===== config.mk =====
export PLATFORM = sky130hd
export DESIGN_NAME = gpio_ctrl
export DESIGN_NICKNAME = d
export VERILOG_FILES = /design/src/rtl/gpio_pkg.sv /design/src/rtl/gpio_debounce.sv /design/src/rtl/gpio_ctrl.sv
export SDC_FILE = /design/constraint.sdc
export NUM_CORES = 1
export LEC_CHECK = 0
export ABC_AREA = 1
export ABC_CLOCK_PERIOD_IN_PS = 1200
export BUFFER_PORTS_ARGS = -buffer_cell sky130_fd_sc_hd__buf_2
export CAP_MARGIN = 20
export CORE_MARGIN = 10
export CORE_UTILIZATION = 35
export DETAILED_ROUTE_END_ITERATION = 6
export GPL_ROUTABILITY_DRIVEN = 0
export GPL_TIMING_DRIVEN = 0
export PLACE_DENSITY = 0.6
export SLEW_MARGIN = 10
export SYNTH_ARGS = -nofsm -noshare
export SYNTH_HDL_FRONTEND = slang
export SYNTH_HIERARCHICAL = 1
export SYNTH_SLANG_ARGS = --single-unit

===== constraint.sdc =====
create_clock -name clk -period 1.2 [get_ports clk]
set_input_delay 0.12 -clock clk [delete_from_list [all_inputs] [get_ports clk]]
set_output_delay 0.12 -clock clk [all_outputs]
set_load 0.02 [all_outputs]

===== src/rtl/gpio_pkg.sv =====
// Shared constants for the GPIO controller and its per-pin debounce cells.
package gpio_pkg;

  localparam int GPIO_WIDTH            = 16;
  localparam int GPIO_DEBOUNCE_DEFAULT = 4;
  // Position of the GPIO line within the core's ext_interrupts vector.
  localparam int GPIO_EXT_IRQ_BIT      = 0;

  // Counter width able to hold every value up to the debounce length.
  function automatic int debounce_cnt_width(input int cycles);
    return $clog2(cycles + 1);
  endfunction

endpackage


===== src/rtl/gpio_debounce.sv =====
// One GPIO input: 2-flop synchroniser, persistence counter, accepted level
// and a single-cycle change pulse aligned with the edge that accepts it.
module gpio_debounce
  import gpio_pkg::*;
#(
  parameter int DEBOUNCE_CYCLES = GPIO_DEBOUNCE_DEFAULT
) (
  input  logic clk,
  input  logic reset,
  input  logic pin_in,
  output logic stable,
  output logic chg
);

  localparam int               CNT_W    = debounce_cnt_width(DEBOUNCE_CYCLES);
  localparam logic [CNT_W-1:0] CNT_LAST = CNT_W'(DEBOUNCE_CYCLES - 1);
  localparam logic [CNT_W-1:0] CNT_ONE  = CNT_W'(1);

  logic             sync1_reg;
  logic             s_reg;
  logic             stable_reg;
  logic             stable_next;
  logic [CNT_W-1:0] cnt_reg;
  logic [CNT_W-1:0] cnt_next;

  // Bring the asynchronous pad level into the clock domain.
  always_ff @(posedge clk or negedge reset) begin
    if (!reset) begin
      sync1_reg <= 1'b0;
      s_reg     <= 1'b0;
    end else begin
      sync1_reg <= pin_in;
      s_reg     <= sync1_reg;
    end
  end

  // Accept a new level only after it has differed for DEBOUNCE_CYCLES edges;
  // chg is combinational so pending logic registers it on the accepting edge.
  always_comb begin
    cnt_next    = cnt_reg;
    stable_next = stable_reg;
    chg         = 1'b0;
    if (s_reg == stable_reg) begin
      cnt_next = '0;
    end else if (cnt_reg == CNT_LAST) begin
      stable_next = s_reg;
      cnt_next    = '0;
      chg         = 1'b1;
    end else begin
      cnt_next = cnt_reg + CNT_ONE;
    end
  end

  // Counter and accepted-level registers.
  always_ff @(posedge clk or negedge reset) begin
    if (!reset) begin
      cnt_reg    <= '0;
      stable_reg <= 1'b0;
    end else begin
      cnt_reg    <= cnt_next;
      stable_reg <= stable_next;
    end
  end

  assign stable = stable_reg;

endmodule


===== src/rtl/gpio_ctrl.sv =====
// GPIO pin controller: registered pad drive, debounced pin readback and
// latched, maskable change interrupts feeding one core interrupt line.
module gpio_ctrl
  import gpio_pkg::*;
#(
  parameter int WIDTH           = GPIO_WIDTH,
  parameter int DEBOUNCE_CYCLES = GPIO_DEBOUNCE_DEFAULT
) (
  input  logic             clk,
  input  logic             reset,
  input  logic [WIDTH-1:0] pin_in,
  output logic [WIDTH-1:0] pin_out,
  output logic [WIDTH-1:0] pin_oe,
  input  logic [WIDTH-1:0] rf_gpio_datareg,
  input  logic [WIDTH-1:0] rf_gpio_tristate,
  input  logic [WIDTH-1:0] rf_gpio_interrupt_mask,
  input  logic [WIDTH-1:0] irq_clear,
  output logic [WIDTH-1:0] ro_gpio_pinstate,
  output logic [WIDTH-1:0] irq_pending,
  output logic             ext_irq
);

  logic [WIDTH-1:0] pin_out_reg;
  logic [WIDTH-1:0] pin_oe_reg;
  logic [WIDTH-1:0] stable_vec;
  logic [WIDTH-1:0] chg_vec;
  logic [WIDTH-1:0] pending_reg;
  logic [WIDTH-1:0] pending_next;

  // Every pin is debounced, outputs included, so loopback reads the drive.
  generate
    for (genvar gi = 0; gi < WIDTH; gi++) begin : g_pin
      gpio_debounce #(
        .DEBOUNCE_CYCLES(DEBOUNCE_CYCLES)
      ) u_debounce (
        .clk    (clk),
        .reset  (reset),
        .pin_in (pin_in[gi]),
        .stable (stable_vec[gi]),
        .chg    (chg_vec[gi])
      );
    end
  endgenerate

  // Pad drive registers; reset leaves every pin hi-Z.
  always_ff @(posedge clk or negedge reset) begin
    if (!reset) begin
      pin_out_reg <= '0;
      pin_oe_reg  <= '0;
    end else begin
      pin_out_reg <= rf_gpio_datareg;
      pin_oe_reg  <= ~rf_gpio_tristate;
    end
  end

  // Set wins over clear; only input pins enabled at the change can set.
  always_comb begin
    pending_next = (pending_reg & ~irq_clear)
                 | (chg_vec & rf_gpio_interrupt_mask & rf_gpio_tristate);
  end

  // Pending flags persist through later mask changes until cleared.
  always_ff @(posedge clk or negedge reset) begin
    if (!reset) begin
      pending_reg <= '0;
    end else begin
      pending_reg <= pending_next;
    end
  end

  assign pin_out          = pin_out_reg;
  assign pin_oe           = pin_oe_reg;
  assign ro_gpio_pinstate = stable_vec;
  assign irq_pending      = pending_reg;
  assign ext_irq          = |(pending_reg & rf_gpio_interrupt_mask);

endmodule


Word-level counts from Yosys, hierarchy flattened. Index checks and enable logic that the tools add are counted.

Logic and storage cells: 219. Input bits: 82. Output and inout port bits: 65. Register bits: 144.

Muxes and demuxes: 64. Bitwise gates (word level): 23. $add $sub $neg: 16. Equality and inequality tests: 32. Reductions and logical operators: 17.

Operator list (number): $mux 3 (32); $and 16x16->16 (4); $add 3x1->3 const B (16); $eq 3x2->1 const B (16); $mux 1 (32); $not 16->16 (2); $reduce_and 2->1 (16); $eq 1x1->1 (16); $not 1->1 (16); $or 16x16->16 (1); $reduce_or 16->1 (1).

Depth between registers and ports, before layout. Gate-level depths: netlist of run 1.

Depth after elaboration: 6. Mapped depth: 6. Mapped depth without buffers: 6.

Modules after synthesis. Netlist of run 1, hierarchy kept.

Modules (own cells, without submodules): gpio_debounce (area an instance 242.7 um^2, cells an instance 26, instances 16); gpio_ctrl (area an instance 1615.3 um^2, cells an instance 147, instances 1).

Worst setup path after synthesis of run 1. Ideal clock, no wire load.

Path kind: reg-to-output. From: register pending_reg[14], in the netlist irq_pending[14]. To: output ext_irq. Path slack: 197 ps. Stages on the path, launching flop included: 7. Buffers on the path: 0. Data arrival time: 883 ps. Path through: dfrtp_1 > nand2_1 > nand2_1 > inv_1 > nand2_1 > nor2_1 > nand2_1.

Longest elaborated chain between the ends: 2.

RTL lines: from (decl) (line gpio_ctrl.sv:27) `logic [WIDTH-1:0] pending_reg;`; from (signal assigned) (line gpio_ctrl.sv:67) `pending_reg <= pending_next;`; $and 16x16->16 (line gpio_ctrl.sv:75) `assign ext_irq = |(pending_reg & rf_gpio_interrupt_mask);`; $reduce_or 16->1 (line gpio_ctrl.sv:75); to (decl) (line gpio_ctrl.sv:20) `output logic ext_irq`.

No other way between the ends.

Worst setup path after layout of run 1.
From: register pending_reg[13], in the netlist irq_pending[13]. To: output ext_irq.

The elaborated chain is that of the path after synthesis.

==> metrics.md, run 1 <==
| Metric | Value |
|---|---|
| Outcome | `finished, violations left` |
| Violated checks | `setup timing` |
| CP Class | `register to output pin` |
| Grt total ovfl | `0` |
| Starting density of the core | `0.359` |
| Drt first-iter violations | `151` |
| Cell taking the most area after synthesis | `dfrtp_1` |
| Post-Layout Cell Count | `1044` |
| Die X | `145 um` |
| Yosys reg bits | `144` |
| Clock transition at the registers of the reported paths | `0.06 ns` |
| Worst skew pair latency | `0.41 ns` |
| Most frequent cells in the layout | `dfrtp_1 (144), buf_2 (137), inv_1 (115)` |
| Max H-tree Level | `4` |
| All-Layer GR Usage | `0.132` |
| Worst path most repeated cell | `nand2_2` |
| Most common cell after layout, fill and taps aside | `dfrtp_1` |
| Antenna-violating nets left | `0` |
| Setup Viol. Count Final | `1` |
| Final hold violation count | `0` |
| Setup crit end kind | `output pin` |
| Worst VDD drop | `1.02 mV` |
| Number of global-route vias before repair | `4746` |
| Max clock buf depth | `2` |
| DR vias/cell | `4.18` |
| Synth Area per Inst | `9.77 um2` |
| Core area | `0.0153 mm2` |
| Top cell type's share of synthesized area | `0.655` |
| Critical Path Source Type | `register` |
| Max FO, Critical Path | `2` |
| Least-Margin Pin Slew | `0.607 ns` |
| Final Skew | `0.00693 ns` |
| Final min period | `1.54 ns` |
| Post-Syn Nets | `661` |
| Port bufs | `146` |
| Worst EP required | `1.08 ns` |
| Drt total wl | `13400 um` |
| Pleak | `4.25 nW` |
| CTS tree | `built` |
| Crit path cell chain | `nand2_1 -> nand2_2 -> inv_1 -> nand2_2 -> nor2_4 -> nand2_2 -> buf_6` |
| Root Buffer | `clkbuf_16` |
| Arrival time at the worst endpoint | `1.42 ns` |
| Die height | `145 um` |
| Num rows | `45` |
| DRC viols | `0` |
| Placed Cells | `921` |
| Max-Cap Viols | `0` |
| First-pass DRT Iterations | `5` |
| Final WS setup | `-0.337 ns` |
| Synth Instances | `563` |
| Total CTS buffers | `17` |
| Synth Cell Area | `0.00550 mm2` |
| Largest net degree at the start of global routing | `83` |
| Largest stage delay, worst path | `0.40 ns` |
| Slew Limit Fails | `0` |
| Largest register FFs | `48` |
| Dpl hpwl | `9140 um` |
| Final period utilization | `1.28` |
| Crit-path slowest cell | `dfrtp_1` |
| Power per standard cell area | `1900 mW/mm2` |
| Top cells by area, synth | `dfrtp_1 (66%), nand2_1 (8.3%), inv_1 (8.1%)` |
| Nets | `917` |
| Ys Warns | `6` |
| Seq/Total Area, Yosys | `0.655` |
| Max Clk Rate | `651 MHz` |
| Slew headroom | `0.596` |
| Routed WL per cell | `12.9 um` |
| Share of cells above drive strength 1 | `0.297` |
| RSZ-0062 raised after global routing | `yes` |
| Unique masters post-synth | `9` |
| Setup TNS | `-0.337 ns` |
| Initial antenna violation count | `1` |
| Area grow syn2layout | `47.7%` |
| Die area | `0.0211 mm2` |
| Clock sink count | `144` |
| First-pass GRT wire length | `22800 um` |
| Vias | `4364` |
| Min-Delay Path Class | `primary input to asynchronous set/reset pin` |
| # IOs | `147` |
-- kinds of logic after synthesis --
| family | synth area share |
|---|---|
| and+or+nand+nor | 0.213 |
| adders and majority gates | 0.0364 |
| buffers and inverters | 0.0805 |
| AOI/OAI and AO/OA | 0.0146 |
| DFF | 0.655 |
-- timing repair --
action / CTS / global route
buffers inserted: 7 / 6
gates resized for setup: 23 / 13
setup endpoints to repair: 1 / 72
pin swaps: 5 / 7
hold buffers: 81 / 0
hold endpoints to repair: 145 / 0
-- metrics by stage --
stage          utilization  hold WS [ns]  power, mW  instance area, um2  worst slack [ns]
4_1_cts              0.527         0.322       15.6                8080            -0.360
2_1_floorplan            -        -0.176       8.57                5500             0.197
3_5_place_dp         0.426         0.223       9.76                6530           -0.0440
3_3_place_gp         0.424         0.228       9.49                6490             -1.98
5_1_grt              0.530         0.337       16.5                8120            -0.420
6_report             0.530         0.290       15.4                8120            -0.337
-- final timing paths --
kind	from	to	slack, ns	cells after the start
max in group asynchronous	reset	g_pin[5].u_debounce/cnt_reg[2]$_DFF_PN0_	0.19	3
hold reg to reg	g_pin[12].u_debounce/sync1_reg$_DFF_PN0_	g_pin[12].u_debounce/s_reg$_DFF_PN0_	0.35	0
setup / recovery	irq_pending[13]$_DFF_PN0_	ext_irq	-0.34	7
hold / removal	reset	g_pin[3].u_debounce/cnt_reg[1]$_DFF_PN0_	0.29	2
setup reg to reg	g_pin[2].u_debounce/cnt_reg[0]$_DFF_PN0_	irq_pending[2]$_DFF_PN0_	0.09	5
min in group clk	rf_gpio_datareg[7]	pin_out[7]$_DFF_PN0_	0.34	2
-- layer usage --
layer  vias to the layer above  global-route usage  wire (um)  part of all wire
met4                         0              0.0359        222             0.017
li1                       2171                   -          -                 -
met1                      2053               0.143       5350              0.40
met3                        17              0.0537        830             0.062
met2                       123               0.233       7030              0.52
met5                         -                   0          0                 0
-- critical path: cells and delay by family, from the launching register on --
family	cells	cell delay, ns
and+or+nand+nor	5	0.41
DFF	1	0.40
buffers and inverters	2	0.19
-- cell usage after synthesis --
cell     instances
nand3_1         32
nor2_1          66
dfrtp_1        144
ha_1            16
inv_1          118
o21ai_0         16
nand2_2         48
nand4_1          1
nand2_1        122
-- power by group --
part | switching [mW] | total (mW) | internal, mW
combinational | 2.28 | 3.81 | 1.53
sequential | 0.505 | 6.20 | 5.70
clock | 1.94 | 5.43 | 3.49
-- cell type report --
cell class / instances / area (um2)
clock buffers: 23 / 488
diodes: 1 / 2.50
fillers: 1311 / 7190
flip-flops and latches: 144 / 3600
multi-input cells: 301 / 1480
clock inverters: 9 / 129
well taps: 211 / 264
inverters: 118 / 443
repair buffers: 237 / 1710
No activity file was read; power rests on OpenSTA's default activity.
==> inputs of run 2 (changes only) <==
- CORE_ASPECT_RATIO: not set -> 0.5
- REMOVE_ABC_BUFFERS: not set -> 1
==> run 2 against run 1 <==
  * The flow still finishes with violations (setup timing)
  * Flip-flop and latch count did not move
  * Cell count fell by 1.2%
  * Sequential power barely moved
  * Global-route usage fell by 0.83 points
  * Critical path type unchanged
  * Largest power group unchanged
==> metrics.md, run 2 (synthesis results as in run 1) <==
| Metric | Value |
|---|---|
| Area grow syn2layout | `46.8%` |
| Die height | `109 um (-25%)` |
| Root Buffer | `clkbuf_16` |
| Routed WL per cell | `12.3 um (-4.2%)` |
| Worst EP required | `1.08 ns (about the same)` |
| RR Startpoint | `g_pin[0].u_debounce/cnt_reg[0]$_DFF_PN0_` |
| CP Class | `register to output pin` |
| Slew Limit Fails | `0 (unchanged)` |
| Hold_ws | `0.277 ns (-0.0131 ns)` |
| Drt first-iter violations | `176 (+17%)` |
| Clock transition at the registers of the reported paths | `0.06 ns (about the same)` |
| First-pass GRT wire length | `21500 um (-5.9%)` |
| Drt total wl | `12700 um (-5.3%)` |
| Worst skew pair latency | `0.40 ns (about the same)` |
| Total CTS buffers | `17 (unchanged)` |
| Setup crit end kind | `output pin` |
| Power, Total | `15.5 mW (+0.11%)` |
| DR vias/cell | `4.15 (-0.66%)` |
| Share of cells above drive strength 1 | `0.290 (-0.00667)` |
| Critical Path Source Type | `register` |
| Max FO, Critical Path | `3 (+1)` |
| Fillers | `1397 (+6.6%)` |
| Die area | `0.0214 mm2 (+1.4%)` |
| Multi-input logic area | `0.00148 mm2 (-0.34%)` |
| Slew headroom | `0.607 (+0.0110)` |
| Final hold violation count | `0 (unchanged)` |
| Max-Cap Viols | `0 (unchanged)` |
| Core area | `0.0154 mm2 (+0.65%)` |
| Grt total ovfl | `0 (unchanged)` |
| # IOs | `147 (unchanged)` |
| DRC viols | `0 (unchanged)` |
| Least-Margin Pin Slew | `0.590 ns (-0.0165 ns)` |
| Power per standard cell area | `1910 mW/mm2 (+0.73%)` |
| Initial antenna violation count | `0 (-1)` |
| Outcome | `finished, violations left` |
| Most common cell after layout, fill and taps aside | `dfrtp_1` |
| Final period utilization | `1.24 (-0.0360)` |
| All-Layer GR Usage | `0.124 (-0.00830)` |
| Starting density of the core | `0.357 (-0.00233)` |
| R2r setup slk | `0.15 ns (+0.06 ns)` |
| Largest register FFs | `48 (unchanged)` |
| Die X | `197 um (+36%)` |
| R2R Path End | `irq_pending[0]$_DFF_PN0_` |
| Dpl hpwl | `8750 um (-4.2%)` |
| Antenna-violating nets left | `0 (unchanged)` |
| Arrival time at the worst endpoint | `1.37 ns (-0.05 ns)` |
| Max Clk Rate | `670 MHz (+2.9%)` |
| Pleak | `4.24 nW (-0.27%)` |
| Setup Viol. Count Final | `2 (+1)` |
| N_diodes | `0 (-1)` |
| Reg area | `0.00360 mm2 (unchanged)` |
| CTS tree | `built` |
| Min-Delay Path Class | `primary input to asynchronous set/reset pin` |
| First-pass DRT Iterations | `5 (unchanged)` |
| Violated checks | `setup timing` |
| Max H-tree Level | `4 (unchanged)` |
| Final WS setup | `-0.294 ns (+0.0432 ns)` |
| Worst VDD drop | `0.956 mV (-6.6%)` |
| Clock sink count | `144 (unchanged)` |
| Port bufs | `146 (unchanged)` |
| Max clock buf depth | `2 (unchanged)` |
| Num rows | `32 (-29%)` |
| Final min period | `1.49 ns (-0.0432 ns)` |
| Vias | `4281 (-1.9%)` |
| Cells on worst reg2reg path | `5 (unchanged)` |
| Pre-CTS setup slack | `0.0000754 ns (+0.0441 ns)` |
| Most frequent cells in the layout | `dfrtp_1 (144), buf_2 (139), inv_1 (117)` |
| Nets | `914 (-0.33%)` |
| Number of global-route vias before repair | `4548 (-4.2%)` |
| RSZ-0062 raised after global routing | `yes` |
| Final Skew | `0.00901 ns (+0.00208 ns)` |
| Largest net degree at the start of global routing | `78 (-6.0%)` |
run 2: cell type report:
type	instances	area share
inverters	118	0.0549
flip-flops and latches	144	0.446
clock buffers	20	0.0578
clock inverters	10	0.0197
multi-input cells	301	0.183
repair buffers	234	0.207
well taps	204	0.0316
run 2: per-stage QoR:
stage / cells / setup TNS, ns / util / instance area (um2)
4_1_cts: 1029 / -0.337 / 0.520 / 8020
3_3_place_gp: 913 / -303.34 / 0.421 / 6480
6_report: 1031 / -0.298 / 0.524 / 8070
3_5_place_dp: 914 / 0 / 0.423 / 6520
2_1_floorplan: 563 / 0 / - / 5500
5_1_grt: 1031 / -0.504 / 0.524 / 8070
run 2: worst max path at each step:
stage | start | endpoint | slack, ns | cells after the start
after global routing | irq_pending[11]$_DFF_PN0_ | ext_irq | -0.40 | 7
after global placement | reset | g_pin[11].u_debounce/stable$_DFFE_PN0P_ | -2.11 | 1
after floorplan | irq_pending[14]$_DFF_PN0_ | ext_irq | 0.20 | 6
final | irq_pending[15]$_DFF_PN0_ | ext_irq | -0.29 | 7
after detailed placement | irq_pending[6]$_DFF_PN0_ | ext_irq | 0.00008 | 7
after CTS | irq_pending[5]$_DFF_PN0_ | ext_irq | -0.34 | 7
run 2: what timing repair did:
| item | 4_1_cts | 5_1_grt |
|---|---|---|
| endpoints found under the hold margin | 140 | 0 |
| pin swaps | 1 | 5 |
| setup endpoints to repair | 1 | 5 |
| hold buffers | 81 | 0 |
| buffers inserted | 4 | 4 |
| resized for setup | 11 | 13 |
run 2: routing by layer:
metal / routed length, um / global-route usage / vias up
met4: 131 / 0.0458 / 0
li1: - / - / 2168
met1: 5290 / 0.136 / 2051
met3: 412 / 0.0301 / 8
met5: 0 / 0 / -
met2: 6880 / 0.231 / 54
run 2: critical path: stages, from the launching register on:
cell and delay [ns]:
dfrtp_1 0.39, nand2_1 0.08, nand2_1 0.07, inv_1 0.06, nand2_2 0.06, nor2_4 0.13, nand2_2 0.06, buf_6 0.13
run 2: power by group:
group	switching (mW)	total, mW	internal (mW)
logic	2.20	3.70	1.50
registers	0.489	6.18	5.69
clock network	1.95	5.57	3.62
==> inputs of run 3 (changes only) <==
- ABC_AREA: 1 -> not set
- CAP_MARGIN: 20 -> not set
- PLACE_DENSITY: 0.6 -> 0.61
==> run 3 against run 2 <==
  * Largest power group unchanged
  * The flow still finishes with violations (setup timing)
  * Via count decreased by 19%
  * Critical endpoint unchanged
  * Highest routed layer unchanged
  * Die area decreased by 5.5%
  * Global-route usage decreased by 0.66 points
==> metrics.md, run 3 <==
| Metric | Value |
|---|---|
| Initial antenna violation count | `0 (unchanged)` |
| Synth Area per Inst | `14.9 um2 (+53%)` |
| DRC viols | `0 (unchanged)` |
| Pleak | `3.70 nW (-13%)` |
| Max Clk Rate | `588 MHz (-12%)` |
| Arrival time at the worst endpoint | `1.58 ns (+0.21 ns)` |
| Switch share | `0.285 (-0.0153)` |
| Max H-tree Level | `4 (unchanged)` |
| Slew headroom | `0.603 (-0.00351)` |
| Antenna-violating nets left | `0 (unchanged)` |
| Top cells by area, synth | `dfrtp_1 (70%), nor3b_1 (4.7%), nor2b_4 (4.3%)` |
| Setup Viol. Count Final | `1 (-1)` |
| Most frequent cell after synthesis | `dfrtp_1` |
| Crit-path slowest cell | `dfrtp_1` |
| Max-Cap Viols | `0 (unchanged)` |
| Die area | `0.0202 mm2 (-5.5%)` |
| Post-DP Area | `0.00616 mm2 (-5.5%)` |
| Clock sink count | `144 (unchanged)` |
| Synth Instances | `345 (-39%)` |
| Seq/Total Area, Yosys | `0.700 (+0.0449)` |
| M3 GR Usage | `0.0382 (+0.00802)` |
| Largest register FFs | `48 (unchanged)` |
| Critical Path Source Type | `register` |
| Main synth FF type | `dfrtp_1` |
| Starting density of the core | `0.357 (about the same)` |
| # IOs | `147 (unchanged)` |
| Unique masters post-synth | `14 (+5)` |
| Multi-input logic area | `0.00162 mm2 (+9.6%)` |
| Internal power | `10.8 mW (about the same)` |
| Fraction of registers with async set/reset | `1.00 (unchanged)` |
| Comb power frac | `0.248 (+0.008)` |
| Die height | `106 um (-2.7%)` |
| Met2 Use GR | `0.211 (-0.0205)` |
| Drt first-iter violations | `198 (+13%)` |
| Reg area | `0.00361 mm2 (about the same)` |
| Post-synth top cells | `dfrtp_1 (144), inv_1 (32), nor3b_1 (32)` |
| Clock power frac | `0.337 (-0.023)` |
| Final period utilization | `1.42 (+0.173)` |
| Worst EP required | `1.08 ns (about the same)` |
| Port bufs | `146 (unchanged)` |
| Outcome | `finished, violations left` |
| Total CTS buffers | `17 (unchanged)` |
| Post-synth EDFFs | `0 (unchanged)` |
| Top cell type's share of synthesized area | `0.700 (+0.0449)` |
| Core Util, Final | `0.541 (+0.0173)` |
| Setup TNS | `-0.501 ns (-0.203 ns)` |
| Core area | `0.0144 mm2 (-6.4%)` |
| N_diodes | `0 (unchanged)` |
| Slew Limit Fails | `0 (unchanged)` |
| Root Buffer | `clkbuf_16` |
| Area grow syn2layout | `51.7%` |
| RSZ-0062 raised after global routing | `yes` |
| Worst VDD drop | `0.835 mV (-13%)` |
| CTS tree | `built` |
| Power per standard cell area | `1940 mW/mm2 (+1.1%)` |
| DR vias/cell | `4.30 (+3.4%)` |
| Dpl hpwl | `7710 um (-12%)` |
| Die X | `191 um (-2.9%)` |
| Drt total wl | `11700 um (-8.1%)` |
| Final min period | `1.70 ns (+0.207 ns)` |
| Crit path cell chain | `a22o_1 -> a221oi_4 -> nand4_1 -> buf_4` |
| CP Class | `register to output pin` |
| Worst skew pair latency | `0.41 ns (about the same)` |
| Reg power frac | `0.415 (+0.015)` |
| Fin area | `0.00781 mm2 (-3.3%)` |
| Yosys reg bits | `144 (unchanged)` |
| Met1 Track Usage GR | `0.124 (-0.0116)` |
| Setup crit end kind | `output pin` |
| Num rows | `31 (-3.1%)` |
| Final hold violation count | `0 (unchanged)` |
| Most common cell after layout, fill and taps aside | `buf_2` |
| Largest net degree at the start of global routing | `81 (+3.8%)` |
| Most frequent cells in the layout | `buf_2 (144), dfrtp_1 (142), dlygate4sd3_1 (79)` |
| First-pass DRT Iterations | `4 (-1)` |
| Sw power | `4.30 mW (-7.2%)` |
| Routed WL per cell | `14.4 um (+17%)` |
| Least-Margin Pin Slew | `0.595 ns (+0.00527 ns)` |
| Max clock buf depth | `2 (unchanged)` |
| Fillers | `1231 (-12%)` |
| Largest stage delay, worst path | `0.39 ns (about the same)` |
| Share of cells above drive strength 1 | `0.418 (+0.128)` |
| Min-Delay Path Class | `primary input to register` |
| Number of global-route vias before repair | `3784 (-17%)` |
| Final WS setup | `-0.501 ns (-0.207 ns)` |
| First-pass GRT wire length | `18900 um (-12%)` |
| Cell taking the most area after synthesis | `dfrtp_1` |
| GR peak layer | `met2` |
| Nets | `699 (-24%)` |
| Final Skew | `0.0113 ns (+0.00234 ns)` |
| Grt total ovfl | `0 (unchanged)` |
| Clock transition at the registers of the reported paths | `0.06 ns (about the same)` |
| Synth Cell Area | `0.00515 mm2 (-6.4%)` |
| Ys Warns | `6 (unchanged)` |
| Violated checks | `setup timing` |
| All-Layer GR Usage | `0.117 (-0.00657)` |
| Max FO, Critical Path | `3 (unchanged)` |
| Vias | `3479 (-19%)` |
==> run 3: cell count changes after synthesis, sizes merged, moves of 32 or more <==
cell	change
nand2	-170
nor2	-66
nor3b	+32
nor2b	+32
inv	-86
==> run 3: critical path: cells and delay by family, from the launching register on <==
family	cells	cell delay [ns]
buffers and inverters	1	0.18
AO/OA/AOI/OAI	2	0.48
flip-flops	1	0.39
AND/OR/NAND/NOR	1	0.13
==> run 3: metrics by stage <==
stage	std cells	setup slack (ns)	hold slack, ns	power (mW)
floorplan	345	-0.0134	-0.176	8.32
global placement	689	-2.07	0.227	9.31
detailed placement	690	-0.133	0.158	9.44
CTS	799	-0.538	0.00464	14.8
global route	810	-0.590	0.0344	16.0
finish	810	-0.501	0.0145	15.1
==> run 3: final cells by class <==
cell class | instances | area share
clock buffer | 20 | 0.0585
multi-input combinational | 169 | 0.207
sequential | 144 | 0.462
inverter | 32 | 0.0154
clock inverter | 10 | 0.0146
tap | 198 | 0.0317
timing repair buffer | 237 | 0.211
==> run 3: cell families (layout without fill, tap and decap cells) <==
kind of cell             Yosys count  in the layout  share of synthesized area
XOR/XNOR                          16             16                     0.0272
AND/OR/NAND/NOR                   97             97                      0.141
buffers and inverters             32            299                     0.0233
adder cells (fa/ha/maj)           16             16                     0.0389
multiplexers                      16             16                     0.0350
flip-flops                       144            144                      0.700
AO/OA/AOI/OAI                     24             24                     0.0340
==> run 3: path summary, 6_finish.rpt <==
kind,depth (start not counted),slack [ns],startpoint,end
min reg2reg,0,0.33,g_pin[4].u_debounce/sync1_reg$_DFF_PN0_,g_pin[4].u_debounce/s_reg$_DFF_PN0_
max in group asynchronous,3,0.18,reset,irq_pending[11]$_DFF_PN0_
max reg2reg,3,0.05,g_pin[8].u_debounce/cnt_reg[0]$_DFF_PN0_,g_pin[8].u_debounce/stable$_DFFE_PN0P_
min,3,0.01,rf_gpio_interrupt_mask[11],irq_pending[11]$_DFF_PN0_
min in group asynchronous,2,0.29,reset,pin_out[9]$_DFF_PN0_
max,4,-0.50,irq_pending[13]$_DFF_PN0_,ext_irq
==> run 3: power groups by stage <==
stage	clock [mW]	combinational, mW	sequential, mW
detailed placement	0	3.16	6.28
CTS	5.24	3.38	6.21
floorplan	0	1.65	6.67
global placement	0	3.07	6.24
finish	5.09	3.75	6.28
global route	5.47	4.17	6.39
==> run 3: per-layer routing <==
layer	vias to the layer above	share of wire
li1	1680	-
met1	1738	0.39
met2	50	0.56
met3	11	0.041
met4	0	0.012
met5	-	0
==> run 3: repair_timing <==
item / CTS / global route
pin swaps: 0 / 9
setup endpoints to repair: 2 / 26
endpoints found under the hold margin: 143 / 0
gates resized for setup: 4 / 46
hold buffers: 79 / 0
setup buffers: 0 / 11
